===== config.mk =====
export PLATFORM = sky130hd
export DESIGN_NAME = rtc_sync_ctrl_flat
export DESIGN_NICKNAME = d
export VERILOG_FILES = /design/src/rtl/rtc_pkg.sv /design/src/rtl/rtc_sync_ctrl_if.sv /design/src/rtl/sec_prescaler.sv /design/src/rtl/rtc_sync_ctrl.sv /design/src/flat_wrapper.sv
export SDC_FILE = /design/constraint.sdc
export NUM_CORES = 1
export LEC_CHECK = 0
export BUFFER_PORTS_ARGS = -buffer_cell sky130_fd_sc_hd__buf_2
export CORE_MARGIN = 2
export CORE_UTILIZATION = 50
export CTS_CLUSTER_DIAMETER = 150
export DETAILED_ROUTE_END_ITERATION = 10
export GPL_TIMING_DRIVEN = 0
export PLACE_DENSITY = 0.73
export SYNTH_ARGS = -nofsm -noshare
export SYNTH_HDL_FRONTEND = slang
export SYNTH_SLANG_ARGS = --single-unit

===== constraint.sdc =====
create_clock -name clk -period 6.4 [get_ports clk]
set_input_delay 1.6 -clock clk [delete_from_list [all_inputs] [get_ports clk]]
set_output_delay 1.6 -clock clk [all_outputs]
set_load 0.02 [all_outputs]

===== src/rtl/rtc_pkg.sv =====
// Shared RTC definitions: time field widths, range limits, controller FSM encoding
// and small helpers used by the RTC sequencing blocks.
package rtc_pkg;

  localparam int unsigned HOUR_W = 5;
  localparam int unsigned MIN_W  = 6;
  localparam int unsigned SEC_W  = 6;

  localparam logic [HOUR_W-1:0] MAX_HOUR = 5'd23;
  localparam logic [MIN_W-1:0]  MAX_MIN  = 6'd59;
  localparam logic [SEC_W-1:0]  MAX_SEC  = 6'd59;

  typedef enum logic [2:0] {
    ST_IDLE,
    ST_REQ,
    ST_WAIT,
    ST_LOAD,
    ST_GAP
  } state_e;

  typedef struct packed {
    logic [HOUR_W-1:0] hour;
    logic [MIN_W-1:0]  minute;
    logic [SEC_W-1:0]  second;
  } rtc_time_t;

  // Width of a counter that must hold 0..max_val; never narrower than 1 bit.
  function automatic int unsigned cnt_width(input int unsigned max_val);
    return (max_val < 1) ? 1 : $clog2(max_val + 1);
  endfunction

  function automatic logic time_in_range(input rtc_time_t t);
    return (t.hour <= MAX_HOUR) && (t.minute <= MAX_MIN) && (t.second <= MAX_SEC);
  endfunction

endpackage


===== src/rtl/rtc_sync_ctrl_if.sv =====
// Requester handshakes (host link, front panel) and the RTC counter load port
// of the sync controller, bundled with controller-side and requester-side views.
interface rtc_sync_ctrl_if;
  import rtc_pkg::*;

  logic              host_valid;
  logic [HOUR_W-1:0] host_hour;
  logic [MIN_W-1:0]  host_min;
  logic [SEC_W-1:0]  host_sec;
  logic              host_ready;

  logic              man_valid;
  logic [HOUR_W-1:0] man_hour;
  logic [MIN_W-1:0]  man_min;
  logic [SEC_W-1:0]  man_sec;
  logic              man_ready;

  logic              sync_req;
  logic              synced;
  logic [HOUR_W-1:0] hour_out;
  logic [MIN_W-1:0]  min_out;
  logic [SEC_W-1:0]  sec_out;
  logic              stale;
  logic              range_err;

  modport slave (
    input  host_valid, host_hour, host_min, host_sec,
    input  man_valid, man_hour, man_min, man_sec,
    output host_ready, man_ready,
    output sync_req, synced, hour_out, min_out, sec_out, stale, range_err
  );

  modport master (
    output host_valid, host_hour, host_min, host_sec,
    output man_valid, man_hour, man_min, man_sec,
    input  host_ready, man_ready,
    input  sync_req, synced, hour_out, min_out, sec_out, stale, range_err
  );

endinterface


===== src/rtl/sec_prescaler.sv =====
// Free-running divider producing a one-cycle tick every CLK_FREQ clocks.
module sec_prescaler
  import rtc_pkg::*;
#(
  parameter int unsigned CLK_FREQ = 50000000
) (
  input  logic clk,
  input  logic rst,
  output logic tick
);

  localparam int unsigned     CNT_W    = cnt_width(CLK_FREQ - 1);
  localparam logic [CNT_W-1:0] CNT_LAST = CNT_W'(CLK_FREQ - 1);

  logic [CNT_W-1:0] cnt_q, cnt_d;

  always_comb begin
    tick  = (cnt_q == CNT_LAST);
    cnt_d = tick ? '0 : cnt_q + CNT_W'(1);
  end

  always_ff @(posedge clk) begin
    if (rst) cnt_q <= '0;
    else     cnt_q <= cnt_d;
  end

endmodule


===== src/rtl/rtc_sync_ctrl.sv =====
// Arbitrates host/manual time-set requests, range-checks them and drives the RTC
// load port with a clean one-cycle strobe; schedules periodic host resync with retry.
module rtc_sync_ctrl
  import rtc_pkg::*;
#(
  parameter int unsigned CLK_FREQ    = 50000000,
  parameter int unsigned RESYNC_SEC  = 3600,
  parameter int unsigned TIMEOUT_SEC = 2,
  parameter int unsigned MAX_RETRY   = 3
) (
  input  logic            clk,
  input  logic            rst,
  rtc_sync_ctrl_if.slave  bus
);

  localparam int unsigned      RS_W   = cnt_width(RESYNC_SEC);
  localparam logic [RS_W-1:0]  RS_MAX = RS_W'(RESYNC_SEC);
  localparam int unsigned      TO_W   = cnt_width(TIMEOUT_SEC);
  localparam logic [TO_W-1:0]  TO_MAX = TO_W'(TIMEOUT_SEC);
  localparam int unsigned      RT_W   = cnt_width(MAX_RETRY);
  localparam logic [RT_W-1:0]  RT_MAX = RT_W'(MAX_RETRY);

  state_e          state_q, state_d;
  logic [RS_W-1:0] rs_cnt_q, rs_cnt_d;
  logic [TO_W-1:0] to_cnt_q, to_cnt_d;
  logic [RT_W-1:0] retry_q, retry_d;
  logic            stale_q, stale_d;
  logic            range_err_q, range_err_d;
  rtc_time_t       time_q, time_d;

  logic      tick;
  rtc_time_t man_t, host_t, sel_t;
  logic      man_xfer, host_xfer, xfer, in_range, load;
  logic      rs_due, to_done, retry_left, give_up;

  sec_prescaler #(.CLK_FREQ(CLK_FREQ)) u_prescaler (
    .clk  (clk),
    .rst  (rst),
    .tick (tick)
  );

  // FSM outputs: handshake readies and the counter load port
  always_comb begin
    bus.man_ready  = (state_q == ST_IDLE) || (state_q == ST_REQ) || (state_q == ST_WAIT);
    bus.host_ready = ((state_q == ST_IDLE) || (state_q == ST_WAIT)) && !bus.man_valid;
    bus.sync_req   = (state_q == ST_REQ);
    bus.synced     = (state_q == ST_LOAD);
    bus.hour_out   = time_q.hour;
    bus.min_out    = time_q.minute;
    bus.sec_out    = time_q.second;
    bus.stale      = stale_q;
    bus.range_err  = range_err_q;
  end

  // Transfer decode; man_valid already masks host_ready, so the two are exclusive
  always_comb begin
    man_t      = {bus.man_hour, bus.man_min, bus.man_sec};
    host_t     = {bus.host_hour, bus.host_min, bus.host_sec};
    man_xfer   = bus.man_valid && bus.man_ready;
    host_xfer  = bus.host_valid && bus.host_ready;
    xfer       = man_xfer || host_xfer;
    sel_t      = man_xfer ? man_t : host_t;
    in_range   = time_in_range(sel_t);
    load       = xfer && in_range;
    rs_due     = (rs_cnt_q == RS_MAX);
    to_done    = (state_q == ST_WAIT) && (to_cnt_q == TO_MAX);
    retry_left = (retry_q < RT_MAX);
    give_up    = to_done && !load && !retry_left;
  end

  always_comb begin
    state_d = state_q;
    case (state_q)
      ST_IDLE: begin
        if (load)        state_d = ST_LOAD;
        else if (rs_due) state_d = ST_REQ;
      end
      ST_REQ:  state_d = load ? ST_LOAD : ST_WAIT;
      ST_WAIT: begin
        if (load)         state_d = ST_LOAD;
        else if (to_done) state_d = retry_left ? ST_REQ : ST_IDLE;
      end
      ST_LOAD: state_d = ST_GAP;
      ST_GAP:  state_d = ST_IDLE;
      default: state_d = ST_IDLE;
    endcase
  end

  always_ff @(posedge clk) begin
    if (rst) state_q <= ST_IDLE;
    else     state_q <= state_d;
  end

  // Only a valid host load confirms the time; manual loads just push out the next resync
  always_comb begin
    time_d      = load ? sel_t : time_q;
    range_err_d = xfer && !in_range;

    stale_d = stale_q;
    if (host_xfer && in_range) stale_d = 1'b0;
    else if (give_up)          stale_d = 1'b1;

    retry_d = retry_q;
    if ((host_xfer && in_range) || give_up) retry_d = '0;
    else if (to_done && !load)              retry_d = retry_q + RT_W'(1);

    to_cnt_d = to_cnt_q;
    if (state_q == ST_REQ)                                   to_cnt_d = '0;
    else if ((state_q == ST_WAIT) && tick && !(to_cnt_q == TO_MAX)) to_cnt_d = to_cnt_q + TO_W'(1);

    rs_cnt_d = rs_cnt_q;
    if (load || give_up)    rs_cnt_d = '0;
    else if (tick && !rs_due) rs_cnt_d = rs_cnt_q + RS_W'(1);
  end

  always_ff @(posedge clk) begin
    if (rst) begin
      rs_cnt_q    <= RS_MAX;
      to_cnt_q    <= '0;
      retry_q     <= '0;
      stale_q     <= 1'b1;
      range_err_q <= 1'b0;
      time_q      <= '0;
    end else begin
      rs_cnt_q    <= rs_cnt_d;
      to_cnt_q    <= to_cnt_d;
      retry_q     <= retry_d;
      stale_q     <= stale_d;
      range_err_q <= range_err_d;
      time_q      <= time_d;
    end
  end

endmodule


===== src/flat_wrapper.sv =====
// flat-port wrapper written by rule: the top's interface ports become plain ports
module rtc_sync_ctrl_flat import rtc_pkg::*;
#(
  parameter int unsigned CLK_FREQ    = 50000000,
  parameter int unsigned RESYNC_SEC  = 3600,
  parameter int unsigned TIMEOUT_SEC = 2,
  parameter int unsigned MAX_RETRY   = 3
)
  (clk, rst, bus_host_valid, bus_host_hour, bus_host_min, bus_host_sec, bus_man_valid, bus_man_hour, bus_man_min, bus_man_sec, bus_host_ready, bus_man_ready, bus_sync_req, bus_synced, bus_hour_out, bus_min_out, bus_sec_out, bus_stale, bus_range_err);
  rtc_sync_ctrl_if bus_i ();
  input  logic clk;
  input  logic rst;
  input wire logic [$bits(bus_i.host_valid)-1:0] bus_host_valid;
  input wire logic [$bits(bus_i.host_hour)-1:0] bus_host_hour;
  input wire logic [$bits(bus_i.host_min)-1:0] bus_host_min;
  input wire logic [$bits(bus_i.host_sec)-1:0] bus_host_sec;
  input wire logic [$bits(bus_i.man_valid)-1:0] bus_man_valid;
  input wire logic [$bits(bus_i.man_hour)-1:0] bus_man_hour;
  input wire logic [$bits(bus_i.man_min)-1:0] bus_man_min;
  input wire logic [$bits(bus_i.man_sec)-1:0] bus_man_sec;
  output wire logic [$bits(bus_i.host_ready)-1:0] bus_host_ready;
  output wire logic [$bits(bus_i.man_ready)-1:0] bus_man_ready;
  output wire logic [$bits(bus_i.sync_req)-1:0] bus_sync_req;
  output wire logic [$bits(bus_i.synced)-1:0] bus_synced;
  output wire logic [$bits(bus_i.hour_out)-1:0] bus_hour_out;
  output wire logic [$bits(bus_i.min_out)-1:0] bus_min_out;
  output wire logic [$bits(bus_i.sec_out)-1:0] bus_sec_out;
  output wire logic [$bits(bus_i.stale)-1:0] bus_stale;
  output wire logic [$bits(bus_i.range_err)-1:0] bus_range_err;
  assign bus_i.host_valid = bus_host_valid;
  assign bus_i.host_hour = bus_host_hour;
  assign bus_i.host_min = bus_host_min;
  assign bus_i.host_sec = bus_host_sec;
  assign bus_i.man_valid = bus_man_valid;
  assign bus_i.man_hour = bus_man_hour;
  assign bus_i.man_min = bus_man_min;
  assign bus_i.man_sec = bus_man_sec;
  assign bus_host_ready = bus_i.host_ready;
  assign bus_man_ready = bus_i.man_ready;
  assign bus_sync_req = bus_i.sync_req;
  assign bus_synced = bus_i.synced;
  assign bus_hour_out = bus_i.hour_out;
  assign bus_min_out = bus_i.min_out;
  assign bus_sec_out = bus_i.sec_out;
  assign bus_stale = bus_i.stale;
  assign bus_range_err = bus_i.range_err;
  rtc_sync_ctrl #(.CLK_FREQ(CLK_FREQ), .RESYNC_SEC(RESYNC_SEC), .TIMEOUT_SEC(TIMEOUT_SEC), .MAX_RETRY(MAX_RETRY)) u_core (.clk(clk), .rst(rst), .bus(bus_i));
endmodule

Yosys cells after proc, flatten, opt, wreduce, memory -nomap -nowiden:

Cells that the tools add are included.

* word-level logic and storage cells: 73
* bits in registers: 64

* $add $sub $neg: 4
* reductions and logical operators: 34
* magnitude comparators: 4
* mux-type cells: 12
* equality and inequality tests: 8

Operator list (count)
* 26-bit by 1-bit adder with 26-bit output (second input constant): 1
* 26-bit == test (second input constant): 1
* 12-bit two-way mux: 2
* 17-bit two-way mux: 1
* 1-bit logical AND: 14
* 12-bit by 1-bit adder with 12-bit output (second input constant): 1
* 12-bit == test (second input constant): 1
* 6-bit <= comparator (second input constant): 2
* 3-bit two-way mux: 4
* 3-bit one-hot mux with 4 select lines: 1
* 2-bit OR reduction: 4
* 3-bit by 2-bit == test with 1-bit output (second input constant): 2
* 1-bit logical NOT: 6
* 1-bit logical OR: 6
* 3-bit by 1-bit inequality test with 1-bit output (second input constant): 2
* 5-bit <= comparator (second input constant): 1
* 2-bit by 1-bit adder with 2-bit output (second input constant): 2
* 1-bit two-way mux: 4
* 2-bit nonzero test: 2
* 3-bit by 1-bit == test with 1-bit output (second input constant): 1
* 3-bit logical NOT: 1
* 2-bit == test (second input constant): 1
* 2-bit less-than comparator (second input constant): 1
* 2-bit AND reduction: 1

Logic depth before layout (Yosys ltp):

* depth after elaboration: 14
* gate-level depth with buffers: 9
* gate-level depth less buffers: 7

By module:

A second synthesis with hierarchy kept.

* cells, all modules: 376
* area, all modules: 3186.8 um2

Modules (own cells, without submodules)
* rtc_sync_ctrl: area an instance 1929.4 um2, cells an instance 229, seq. area each 760.7 um2, times used 1
* sec_prescaler: area an instance 1257.5 um2, cells an instance 147, seq. area each 520.5 um2, times used 1

Least setup slack after synthesis:

OpenSTA, ideal clock, no wires.

* path kind: input -> output
* from: input bus_man_valid
* to: output bus_host_ready
* data required time: 4.800 ns
* path buffers: 1
* stages: 2
* slack: 2.453 ns
* arrival: 2.347 ns
* cells stage by stage: buf_1 > nor3_1

* longest elaborated chain between the ends: 2

RTL lines
* start: declaration: RTL line flat_wrapper.sv:17 `input wire logic [$bits(bus_i.man_valid)-1:0] bus_man_valid;`
* 1-bit logical NOT: RTL line rtc_sync_ctrl.sv:45 `bus.host_ready = ((state_q == ST_IDLE) || (state_q == ST_WAIT)) && !bus.man_valid;`
* 1-bit logical AND: RTL line rtc_sync_ctrl.sv:45
* end: declaration: RTL line flat_wrapper.sv:21 `output wire logic [$bits(bus_i.host_ready)-1:0] bus_host_ready;`

Every way passes these cells.

Worst setup path after layout:

Same ends and word-level chain as after synthesis.

==> impl_metrics.py <==
metrics = {
    "floorplan": {
        "dieArea_um2": 6930,
        "ios": 61,
        "coreArea_um2": 5990,
        "rows": 28,
        "start_util": 0.524,
        "fp.dieH_um": 83.2,
        "die_w_um": 83.2,
    },
    "timing": {
        "setup_tns_ns": 0,
        "tightest_slew_ns": 1.23,
        "slew_violations": 0,
        "finalCritPeriodShare": 0.630,
        "min_period_ns": 4.03,
        "fin_worst_skew_ns": 0.00895,
        "rsz0062_at_grt": "false",
        "report.final.hold_viol_count": 0,
        "setup_viol": 0,
        "fmax_mhz": 248,
        "max_slew_margin": 0.171,
    },
    "cts": {
        "cts_htree_levels": 3,
        "clk_path_buf_depth": 2,
        "post_cts.repair.setup_buffers": 0,
        "cts_resized": 0,
        "clkSlewWorstSetupHoldPaths_ns": 0.06,
        "cts.hold.buffers_added": 0,
        "cts.sinks": 64,
        "cts_made_buffers": 9,
        "clock_latency_ns": 0.34,
        "cts_tree": "yes",
        "clockRootBuffer": "clkbuf_8",
    },
    "routing": {
        "wl_per_cell_um": 14.2,
        "wirelength_mm": 7.44,
        "via_per_inst": 5.61,
        "drc": 0,
        "vias": 2946,
        "dr.first_iter.drc_count": 121,
        "postRouteAntennaNets": 0,
        "drt_pass1_iterations": 4,
    },
    "worst_setup_path": {
        "cp_max_fo": 10,
        "timing.rr.start": "u_core.state_q[2]",
        "timing.rr.end": "u_core.bus.sec_out[1]",
        "critPathKind": "primary input to output port",
        "cp.required_ns": 4.80,
        "arrival_ns": 2.43,
        "r2r_slack_ns": 3.77,
        "ff2ff_path_depth": 7,
        "start_kind": "primary input",
        "end_kind": "output port",
    },
    "placed_design": {
        "gp_congestion": 0.785,
        "port_buffers": 59,
        "hpwl_mm": 5.51,
    },
    "logic_synthesis": {
        "netlist_area_um2": 3140,
        "yosysSeqAreaShare": 0.408,
        "ys.flop_type": "dfxtp_1",
        "syn_nets": 418,
        "syn_inst": 375,
        "ys_ff_latch": 64,
        "synth-edff-count": 0,
        "synth_warnings": 0,
        "async_flop_share": 0,
        "syn_area_per_cell_um2": 8.37,
        "netlist-cell-type-count": 48,
    },
    "pwr": {
        "p_total_mw": 0.998,
        "p_leak_nw": 1.47,
        "p_per_area_nw_per_um2": 265,
        "peakVddDrop_mv": 0.154,
    },
    "global_route": {
        "grt_pass1_wl_mm": 12.7,
        "grt_use_total": 0.223,
        "grt_pass1_vias": 2882,
        "grt-ovfl-total": 0,
        "grt_max_degree": 11,
        "antenna_found_initial": 0,
    },
    "cells_and_area": {
        "drive_gt1_frac": 0.216,
        "multiInputGateArea_um2": 1720,
        "antenna_cells": 0,
        "ff_latch_area_um2": 1280,
        "final.fill_count": 545,
        "area.growth.synth_to_final_pct": 19.8,
        "final_nets": 488,
    },
    "job": {
        "drv_cap": 0,
    },
    "status": {
        "status": "finished, final reports clean",
    },
    "min_path": {
        "hold_class": "register to register",
        "hold_depth": 1,
        "hold_start": "u_core.u_prescaler.cnt_q[0]",
        "hold_path_end": "u_core.u_prescaler.cnt_q[0]",
    },
}
state kept, by name, indices dropped and copies added, names as in the netlist:
register and cells:
u_core.u_prescaler.cnt_q 26, u_core.rs_cnt_q 12, u_core.bus.min_out 6, u_core.bus.sec_out 6, u_core.bus.hour_out 5, u_core.state_q 3, u_core.retry_q 2, u_core.to_cnt_q 2
u_core.bus.range_err 1, u_core.bus.stale 1
per-layer routing:
metal | vias to the layer above | GRT usage | share of wire
li1 | 1465 | - | -
met1 | 1398 | 0.277 | 0.46
met2 | 66 | 0.364 | 0.47
met3 | 17 | 0.0517 | 0.042
met4 | 0 | 0.109 | 0.025
met5 | - | 0 | 0
cell type report:
class	instances	share of cell area
buffer	23	0.0283
clock buffer	14	0.0459
clock inverter	2	0.0160
inverter	9	0.00898
multi-input combinational	279	0.457
sequential	64	0.341
tap	75	0.0250
timing repair buffer	59	0.0785
cells in the final DEF, fill, tap and decap left out, drive strengths merged, types with 2 or more instances in the layout:
| cell | Yosys | routed |
|---|---|---|
| buf | 8 | 67 |
| dfxtp | 64 | 64 |
| nor2 | 62 | 62 |
| nand3 | 43 | 43 |
| nand2 | 33 | 33 |
| clkbuf | 15 | 29 |
| xor2 | 17 | 17 |
| a311oi | 17 | 17 |
| xnor2 | 16 | 16 |
| nand4 | 16 | 16 |
| inv | 9 | 9 |
| nor3 | 9 | 9 |
| a21oi | 8 | 8 |
| nor4 | 7 | 7 |
| o21bai | 6 | 6 |
| ha | 5 | 5 |
| and3 | 4 | 4 |
| o21ai | 4 | 4 |
| or2 | 4 | 4 |
| or4b | 4 | 4 |
| and2 | 3 | 3 |
| or4 | 3 | 3 |
| and4 | 2 | 2 |
| or3 | 2 | 2 |
| nor3b | 2 | 2 |
| nand4b | 2 | 2 |
| bufinv | 0 | 2 |
| nor4b | 2 | 2 |
how the worst max path moves through the flow:
stage / start / to / slack (ns) / cells past startpoint
after global routing: bus_man_valid / bus_host_ready / 2.33 / 3
final: bus_man_valid / bus_host_ready / 2.37 / 3
after CTS: bus_man_valid / bus_host_ready / 2.42 / 3
after global placement: bus_man_valid / bus_host_ready / 2.43 / 3
after detailed placement: bus_man_valid / bus_host_ready / 2.42 / 3
after floorplan: bus_man_valid / bus_host_ready / 2.45 / 2
kinds of logic (layout without fill, tap and decap cells):
| group | Yosys count | count (layout) | synth area share |
|---|---|---|---|
| compound gates | 39 | 39 | 0.0941 |
| xor+xnor | 33 | 33 | 0.0921 |
| fa+ha+maj | 5 | 5 | 0.0199 |
| buf+inv | 32 | 107 | 0.0446 |
| flops | 64 | 64 | 0.408 |
| mux | 1 | 1 | 0.00319 |
| simple gates | 201 | 201 | 0.338 |
metrics by stage:
stage | hold WS (ns) | std cells | setup slack (ns) | util | instance area, um2
detailed placement | 0.461 | 509 | 2.42 | 0.589 | 3530
finish | 0.476 | 525 | 2.37 | 0.628 | 3760
CTS | 0.476 | 525 | 2.42 | 0.628 | 3760
floorplan | 0.438 | 375 | 2.45 | - | 3140
global placement | 0.454 | 509 | 2.43 | 0.589 | 3530
global route | 0.499 | 525 | 2.33 | 0.628 | 3760
synthesized netlist by cell type, drive strengths merged, types with 5 or more instances:
cell type  count  area share
dfxtp         64        0.41
nor2          62       0.075
nand3         43       0.069
nand2         33       0.039
a311oi        17       0.047
xor2          17       0.047
nand4         16       0.034
xnor2         16       0.045
clkbuf        15       0.018
inv            9       0.011
nor3           9       0.016
a21oi          8       0.013
buf            8       0.016
nor4           7       0.025
o21bai         6       0.018
ha             5       0.020
worst max-delay path: stages:
cell and delay [ns]:
buf_1 0.21, nor3_1 0.37, buf_2 0.25
where the power goes:
part	switching, mW	leakage, nW	internal, mW
registers	0.0123	0.522	0.421
clock network	0.150	0.117	0.252
logic	0.105	0.829	0.0581
total	0.267	1.47	0.731
Note: power is estimated with default switching activity, not from simulation.
